===== src/rtl/cdb_arbiter_if.sv =====
// CDB arbiter bus bundle: ALU/LSB result pushes and the CDB broadcast.
// slave = arbiter side, master = producers and snoopers.
interface cdb_arbiter_if #(
  parameter int ID_WIDTH  = 4,
  parameter int VAL_WIDTH = 32
);
  logic                 alu_valid;
  logic [ID_WIDTH-1:0]  alu_tag;
  logic [VAL_WIDTH-1:0] alu_val;
  logic                 alu_full;
  logic                 lsb_valid;
  logic [ID_WIDTH-1:0]  lsb_tag;
  logic [VAL_WIDTH-1:0] lsb_val;
  logic                 lsb_full;
  logic                 cdb_valid;
  logic [ID_WIDTH-1:0]  cdb_tag;
  logic [VAL_WIDTH-1:0] cdb_val;
  logic                 overflow;

  modport master (
    output alu_valid, alu_tag, alu_val,
    output lsb_valid, lsb_tag, lsb_val,
    input  alu_full, lsb_full,
    input  cdb_valid, cdb_tag, cdb_val,
    input  overflow
  );

  modport slave (
    input  alu_valid, alu_tag, alu_val,
    input  lsb_valid, lsb_tag, lsb_val,
    output alu_full, lsb_full,
    output cdb_valid, cdb_tag, cdb_val,
    output overflow
  );
endinterface


===== src/rtl/cdb_arbiter.sv =====
// CDB producer: per-source result FIFOs, round-robin, one broadcast/cycle.
// Optional CDB_BYPASS_EN: a push into an empty winning FIFO skips it.
module cdb_arbiter #(
  parameter int ID_WIDTH   = 4,
  parameter int VAL_WIDTH  = 32,
  parameter int FIFO_DEPTH = 4
) (
  input  logic         clk,
  input  logic         rst_in,
  input  logic         rdy_in,
  input  logic         flush,
  cdb_arbiter_if.slave bus
);
  localparam int PW = $clog2(FIFO_DEPTH);
  localparam int CW = PW + 1;

  typedef enum logic {
    SRC_ALU = 1'b0,
    SRC_LSB = 1'b1
  } src_e;

  logic [ID_WIDTH-1:0]  tag_mem [2][FIFO_DEPTH];
  logic [VAL_WIDTH-1:0] val_mem [2][FIFO_DEPTH];
  logic [PW-1:0]        rd_ptr  [2];
  logic [PW-1:0]        wr_ptr  [2];
  logic [CW-1:0]        cnt     [2];

  src_e                 last_grant;
  src_e                 grant;
  logic                 g;
  logic                 pop_any;

  logic [1:0]           in_valid;
  logic [ID_WIDTH-1:0]  in_tag [2];
  logic [VAL_WIDTH-1:0] in_val [2];

  logic [1:0]           full;
  logic [1:0]           acc;
  logic [1:0]           drop;
  logic [1:0]           avail;
  logic [1:0]           byp;
  logic [1:0]           rd_en;
  logic [1:0]           wr_en;

  logic [ID_WIDTH-1:0]  nxt_tag;
  logic [VAL_WIDTH-1:0] nxt_val;

  logic                 cdb_valid_q;
  logic [ID_WIDTH-1:0]  cdb_tag_q;
  logic [VAL_WIDTH-1:0] cdb_val_q;
  logic                 overflow_q;

  assign in_valid  = {bus.lsb_valid, bus.alu_valid};
  assign in_tag[0] = bus.alu_tag;
  assign in_tag[1] = bus.lsb_tag;
  assign in_val[0] = bus.alu_val;
  assign in_val[1] = bus.lsb_val;

  assign bus.alu_full  = full[0];
  assign bus.lsb_full  = full[1];
  assign bus.cdb_valid = cdb_valid_q;
  assign bus.cdb_tag   = cdb_tag_q;
  assign bus.cdb_val   = cdb_val_q;
  assign bus.overflow  = overflow_q;

  // Push acceptance from the registered count; tag 0 is never a result.
  always_comb begin
    full  = '0;
    acc   = '0;
    drop  = '0;
    avail = '0;
    for (int s = 0; s < 2; s++) begin
      full[s] = cnt[s] == CW'(FIFO_DEPTH);
      acc[s]  = in_valid[s] && (in_tag[s] != '0) && !full[s];
      drop[s] = in_valid[s] && (in_tag[s] != '0) && full[s];
`ifdef CDB_BYPASS_EN
      avail[s] = (cnt[s] != '0) || acc[s];
`else
      avail[s] = cnt[s] != '0;
`endif
    end
  end

  // Round-robin: on contention the source not granted last time wins.
  always_comb begin
    grant   = SRC_ALU;
    pop_any = 1'b1;
    unique case (1'b1)
      (avail == 2'b11):
        grant = (last_grant == SRC_LSB) ? SRC_ALU : SRC_LSB;
      (avail == 2'b01): grant = SRC_ALU;
      (avail == 2'b10): grant = SRC_LSB;
      default:          pop_any = 1'b0;
    endcase
  end

  assign g = (grant == SRC_LSB);

  // Read/write enables and the data that goes onto the bus.
  always_comb begin
    byp   = '0;
    rd_en = '0;
    wr_en = '0;
    for (int s = 0; s < 2; s++) begin
`ifdef CDB_BYPASS_EN
      byp[s] = pop_any && (g == 1'(s)) &&
               (cnt[s] == '0) && acc[s];
`endif
      rd_en[s] = pop_any && (g == 1'(s)) && !byp[s];
      wr_en[s] = acc[s] && !byp[s];
    end
    nxt_tag = byp[g] ? in_tag[g] : tag_mem[g][rd_ptr[g]];
    nxt_val = byp[g] ? in_val[g] : val_mem[g][rd_ptr[g]];
  end

  // FIFO storage; contents are don't-care while the count says empty.
  always_ff @(posedge clk) begin
    if (rdy_in && !flush) begin
      for (int s = 0; s < 2; s++) begin
        if (wr_en[s]) begin
          tag_mem[s][wr_ptr[s]] <= in_tag[s];
          val_mem[s][wr_ptr[s]] <= in_val[s];
        end
      end
    end
  end

  // Pointers, counts, grant history and the broadcast registers.
  always_ff @(posedge clk or negedge rst_in) begin
    if (!rst_in) begin
      for (int s = 0; s < 2; s++) begin
        rd_ptr[s] <= '0;
        wr_ptr[s] <= '0;
        cnt[s]    <= '0;
      end
      last_grant  <= SRC_LSB;
      cdb_valid_q <= 1'b0;
      cdb_tag_q   <= '0;
      cdb_val_q   <= '0;
      overflow_q  <= 1'b0;
    end else if (rdy_in) begin
      if (flush) begin
        for (int s = 0; s < 2; s++) begin
          rd_ptr[s] <= '0;
          wr_ptr[s] <= '0;
          cnt[s]    <= '0;
        end
        last_grant  <= SRC_LSB;
        cdb_valid_q <= 1'b0;
      end else begin
        for (int s = 0; s < 2; s++) begin
          if (wr_en[s]) wr_ptr[s] <= wr_ptr[s] + PW'(1);
          if (rd_en[s]) rd_ptr[s] <= rd_ptr[s] + PW'(1);
          cnt[s] <= cnt[s] + CW'(wr_en[s]) - CW'(rd_en[s]);
        end
        if (|drop) overflow_q <= 1'b1;
        cdb_valid_q <= pop_any;
        if (pop_any) begin
          cdb_tag_q  <= nxt_tag;
          cdb_val_q  <= nxt_val;
          last_grant <= grant;
        end
      end
    end
  end
endmodule

===== src/flat_wrapper.sv =====
// flat-port wrapper written by rule: the top's interface ports become plain ports
module cdb_arbiter_flat 
#(
  parameter int ID_WIDTH   = 4,
  parameter int VAL_WIDTH  = 32,
  parameter int FIFO_DEPTH = 4
)
  (clk, rst_in, rdy_in, flush, bus_alu_valid, bus_alu_tag, bus_alu_val, bus_lsb_valid, bus_lsb_tag, bus_lsb_val, bus_alu_full, bus_lsb_full, bus_cdb_valid, bus_cdb_tag, bus_cdb_val, bus_overflow);
  cdb_arbiter_if #(.ID_WIDTH(ID_WIDTH), .VAL_WIDTH(VAL_WIDTH)) bus_i ();
  input  logic clk;
  input  logic rst_in;
  input  logic rdy_in;
  input  logic flush;
  input wire logic [$bits(bus_i.alu_valid)-1:0] bus_alu_valid;
  input wire logic [$bits(bus_i.alu_tag)-1:0] bus_alu_tag;
  input wire logic [$bits(bus_i.alu_val)-1:0] bus_alu_val;
  input wire logic [$bits(bus_i.lsb_valid)-1:0] bus_lsb_valid;
  input wire logic [$bits(bus_i.lsb_tag)-1:0] bus_lsb_tag;
  input wire logic [$bits(bus_i.lsb_val)-1:0] bus_lsb_val;
  output wire logic [$bits(bus_i.alu_full)-1:0] bus_alu_full;
  output wire logic [$bits(bus_i.lsb_full)-1:0] bus_lsb_full;
  output wire logic [$bits(bus_i.cdb_valid)-1:0] bus_cdb_valid;
  output wire logic [$bits(bus_i.cdb_tag)-1:0] bus_cdb_tag;
  output wire logic [$bits(bus_i.cdb_val)-1:0] bus_cdb_val;
  output wire logic [$bits(bus_i.overflow)-1:0] bus_overflow;
  assign bus_i.alu_valid = bus_alu_valid;
  assign bus_i.alu_tag = bus_alu_tag;
  assign bus_i.alu_val = bus_alu_val;
  assign bus_i.lsb_valid = bus_lsb_valid;
  assign bus_i.lsb_tag = bus_lsb_tag;
  assign bus_i.lsb_val = bus_lsb_val;
  assign bus_alu_full = bus_i.alu_full;
  assign bus_lsb_full = bus_i.lsb_full;
  assign bus_cdb_valid = bus_i.cdb_valid;
  assign bus_cdb_tag = bus_i.cdb_tag;
  assign bus_cdb_val = bus_i.cdb_val;
  assign bus_overflow = bus_i.overflow;
  cdb_arbiter #(.ID_WIDTH(ID_WIDTH), .VAL_WIDTH(VAL_WIDTH), .FIFO_DEPTH(FIFO_DEPTH)) u_core (.clk(clk), .rst_in(rst_in), .rdy_in(rdy_in), .flush(flush), .bus(bus_i));
endmodule

===== config.mk =====
export PLATFORM = sky130hd
export DESIGN_NAME = cdb_arbiter_flat
export DESIGN_NICKNAME = d
export VERILOG_FILES = /design/src/rtl/cdb_arbiter_if.sv /design/src/rtl/cdb_arbiter.sv /design/src/flat_wrapper.sv
export SDC_FILE = /design/constraint.sdc
export NUM_CORES = 1
export LEC_CHECK = 0
export ABC_AREA = 0
export CAP_MARGIN = 5
export CORE_UTILIZATION = 60
export CTS_CLUSTER_SIZE = 24
export DETAILED_ROUTE_END_ITERATION = 8
export PLACE_DENSITY = 0.81
export SLEW_MARGIN = 5
export SYNTH_ARGS = -nofsm -noshare
export SYNTH_HDL_FRONTEND = slang
export SYNTH_SLANG_ARGS = --single-unit

===== constraint.sdc =====
create_clock -name clk -period 6.2 [get_ports clk]
set_input_delay 1.24 -clock clk [delete_from_list [all_inputs] [get_ports clk]]
set_output_delay 1.24 -clock clk [all_outputs]
set_load 0.1 [all_outputs]

==> metrics.yaml <==
diodes: 0
dpl.hpwl_um: 16300
insertion_delay_ns: 0.52
synth_cell_types: 50
synthCells: 806
htreeDepth: 2
period_needed_ns: 3.94
cp_num_buf_inv: 1
synthToLayoutAreaGrowth_pct: 17.2
internal_power_mw: 4.96
numCtsBuffers: 34
cp.required_ns: 6.31
layout_commonest_cell: "edfxtp_1"
cpLargestDelayFamily: "simple AND/OR/NAND/NOR gates"
start_util_pct: 61.2
drc: 0
dpl_cell_area_um2: 15100
critical_path_peak_fanout: 36
synth_ff_type: "edfxtp_1"
synthArstFlopShare_pct: 15.5
finalSetupTns_ns: 0
critPathLaunchType: "input port"
drtPass1Iterations: 5
switching_share_pct: 38.3
worstHoldPathCells: 2
endpoint_kind: "flip-flop"
cts_sinks: 341
fp.coreArea_um2: 22600
clkPwrFrac_pct: 25.0
power_density_nw_per_um2: 495
whs_ns: 0.490
vias_per_cell: 6.30
via_count: 7725
max_freq_ghz: 0.254
max_slew_margin_pct: 17.7
fin_nets: 1009
synth.ff_latch_count: 341
clk_path_buf_depth: 3
cp.depth: 3
overflow: 0
final_max_slew_viol_count: 0
ys_warn_count: 0
synth-edff-count: 288
combinationalPowerShare_pct: 39.3
crit_chain: "clkdlybuf4s50_1 -> nor2b_1 -> and3_2"
syn_area_um2: 13900
cts-resized-gates: 0
synth.avg_cell_area_um2: 17.2
die_x_um: 154
synth_nets: 898
rows: 55
rrSetupSlack_ns: 2.74
post-place-ws_ns: 1.83
period_share_pct: 63.6
cp.arrival_ns: 4.06
leakagePower_nw: 5.47
drv_cap: 0
track_usage_pct: 25.7
post-cts-setup-buffers: 0
drt_wl_total_um: 29500
worst_slew_pin_slew_ns: 1.23
cts.reportedPaths.clkPinSlew_ns: 0.06
antenna_found_initial: 0
yosysSeqAreaShare_pct: 72.0
p_seq_share_pct: 35.8
place.gp.congestion: 0.774
cts_tree: "done"
layout_common_cells: "edfxtp_1 (288), mux2i_1 (128), clkdlybuf4s50_1 (116), dfrtp_1 (48), mux2_2 (38)"
rsz0062_at_grt: "false"
grt_max_degree: 56
crit_slowest_cell: "and3_2"
wl_per_cell_um: 24.0
dieArea_um2: 23700
critical_path_class: "in -> reg"
worst_r2r_path_depth: 5
drtIter0Drc: 612
fin_skew_ns: 0.0222
grt_pass1_wl_um: 45500
hold_class: "reg -> reg"
die_h_um: 154
num_io_pins: 118
design_area_um2: 16200
grt_pass1_vias: 7977
hold_buffers: 0
ant_nets: 0
hold_violations: 0
status: "finished clean"
ir_drop_uv: 278
cts_root_buffer: "clkbuf_16"
power.switching_mw: 3.08
final.setup.worst_slack_ns: 2.26
setup_violations: 0
io_buffers: 117
max_stage_delay_ns: 1.13
drive_gt1_share_pct: 12.1
through the flow:
| step | utilization (%) | power [mW] | std cells |
|---|---|---|---|
| after floorplan | - | 5.34 | 806 |
| after global placement | 66.9 | 5.95 | 1166 |
| after detailed placement | 66.9 | 6.03 | 1166 |
| after CTS | 71.7 | 8.05 | 1227 |
| after global routing | 71.7 | 8.31 | 1227 |
| final | 71.7 | 8.04 | 1227 |
Yosys cell counts (3+ instances only):
| library cell | n | area share [%] |
|---|---|---|
| o2bb2ai_1 | 3 | 0.19 |
| buf_4 | 6 | 0.33 |
| a22o_1 | 3 | 0.19 |
| inv_1 | 16 | 0.43 |
| a21oi_1 | 6 | 0.22 |
| and3_1 | 8 | 0.36 |
| ha_1 | 12 | 1.1 |
| buf_6 | 10 | 0.81 |
| a221oi_1 | 17 | 1.1 |
| buf_2 | 16 | 0.58 |
| mux2i_1 | 128 | 9.2 |
| nand2_1 | 24 | 0.65 |
| clkbuf_1 | 19 | 0.51 |
| dfrtp_1 | 52 | 9.4 |
| nor2b_1 | 35 | 1.6 |
| a2111oi_0 | 34 | 2.1 |
| edfxtp_1 | 288 | 62 |
| o21ai_0 | 9 | 0.33 |
| mux2_2 | 38 | 3.1 |
| o221ai_1 | 19 | 1.2 |
| a21o_1 | 3 | 0.16 |
| nor2_1 | 9 | 0.24 |
| a221o_1 | 17 | 1.2 |
logic make-up (layout without fill, tap and decap cells):
family | count (synthesis) | count (layout) | share of synthesized area, %
flip-flops | 341 | 341 | 72.0
multiplexers | 166 | 166 | 12.3
AO/OA/AOI/OAI | 126 | 126 | 7.87
AND/OR/NAND/NOR | 88 | 88 | 3.49
buffers and inverters | 69 | 205 | 2.80
adder cells (fa/ha/maj) | 14 | 14 | 1.37
XOR/XNOR | 2 | 2 | 0.126
per-layer routing:
layer | track usage, % | vias to the layer above | routed length [um] | part of all wire [%]
li1 | - | 3428 | - | -
met5 | 0 | - | 0 | 0
met1 | 34.8 | 3917 | 12200 | 41
met4 | 9.14 | 0 | 737 | 2.5
met3 | 4.11 | 60 | 1880 | 6.4
met2 | 42.6 | 320 | 14700 | 50
final timing paths:
| check | from | endpoint |
|---|---|---|
| max | rdy_in | u_core.val_mem[1][59]$_DFFE_PP_ |
| min | u_core.bus.cdb_val[18]$_DFFE_PN0P_ | u_core.bus.cdb_val[18]$_DFFE_PN0P_ |
| max reg2reg | u_core.cnt[1]$_DFFE_PN0P_ | u_core.bus.cdb_tag[2]$_DFFE_PN0P_ |
| min reg2reg | u_core.bus.cdb_val[18]$_DFFE_PN0P_ | u_core.bus.cdb_val[18]$_DFFE_PN0P_ |
| max in group asynchronous | rst_in | u_core.rd_ptr[0]$_DFFE_PN0P_ |
| min in group asynchronous | rst_in | u_core.bus.cdb_val[10]$_DFFE_PN0P_ |
worst reg2reg max path: cells and delay by family (launching register included):
kind	cells	cell delay [ns]
buf+inv	1	0.47
compound gates	2	1.13
simple gates	2	1.21
flops	1	0.45
flip-flops by register name (all words and copies together) (netlist names):
register	count
u_core.val_mem	256
u_core.bus.cdb_val	32
u_core.tag_mem	32
u_core.cnt	6
u_core.bus.cdb_tag	4
u_core.rd_ptr	4
u_core.wr_ptr	4
u_core.bus.cdb_valid	1
u_core.bus.overflow	1
u_core.last_grant	1
area by class of cell:
type,instances,area (um^2)
clock buffer,53,1010
clock inverter,8,85.1
fill,1381,6400
inverter,17,63.8
multi-input combinational,396,3510
sequential,341,9980
tap,285,357
timing repair buffer,127,1240
power groups by stage:
stage	sequential [mW]	combinational, mW	clock (mW)
2_1_floorplan	3.70	1.64	0
3_3_place_gp	2.92	3.04	0
3_5_place_dp	2.91	3.11	0
4_1_cts	2.87	3.15	2.02
5_1_grt	2.90	3.31	2.11
6_report	2.88	3.15	2.01
(Power assumes the default switching activity.)
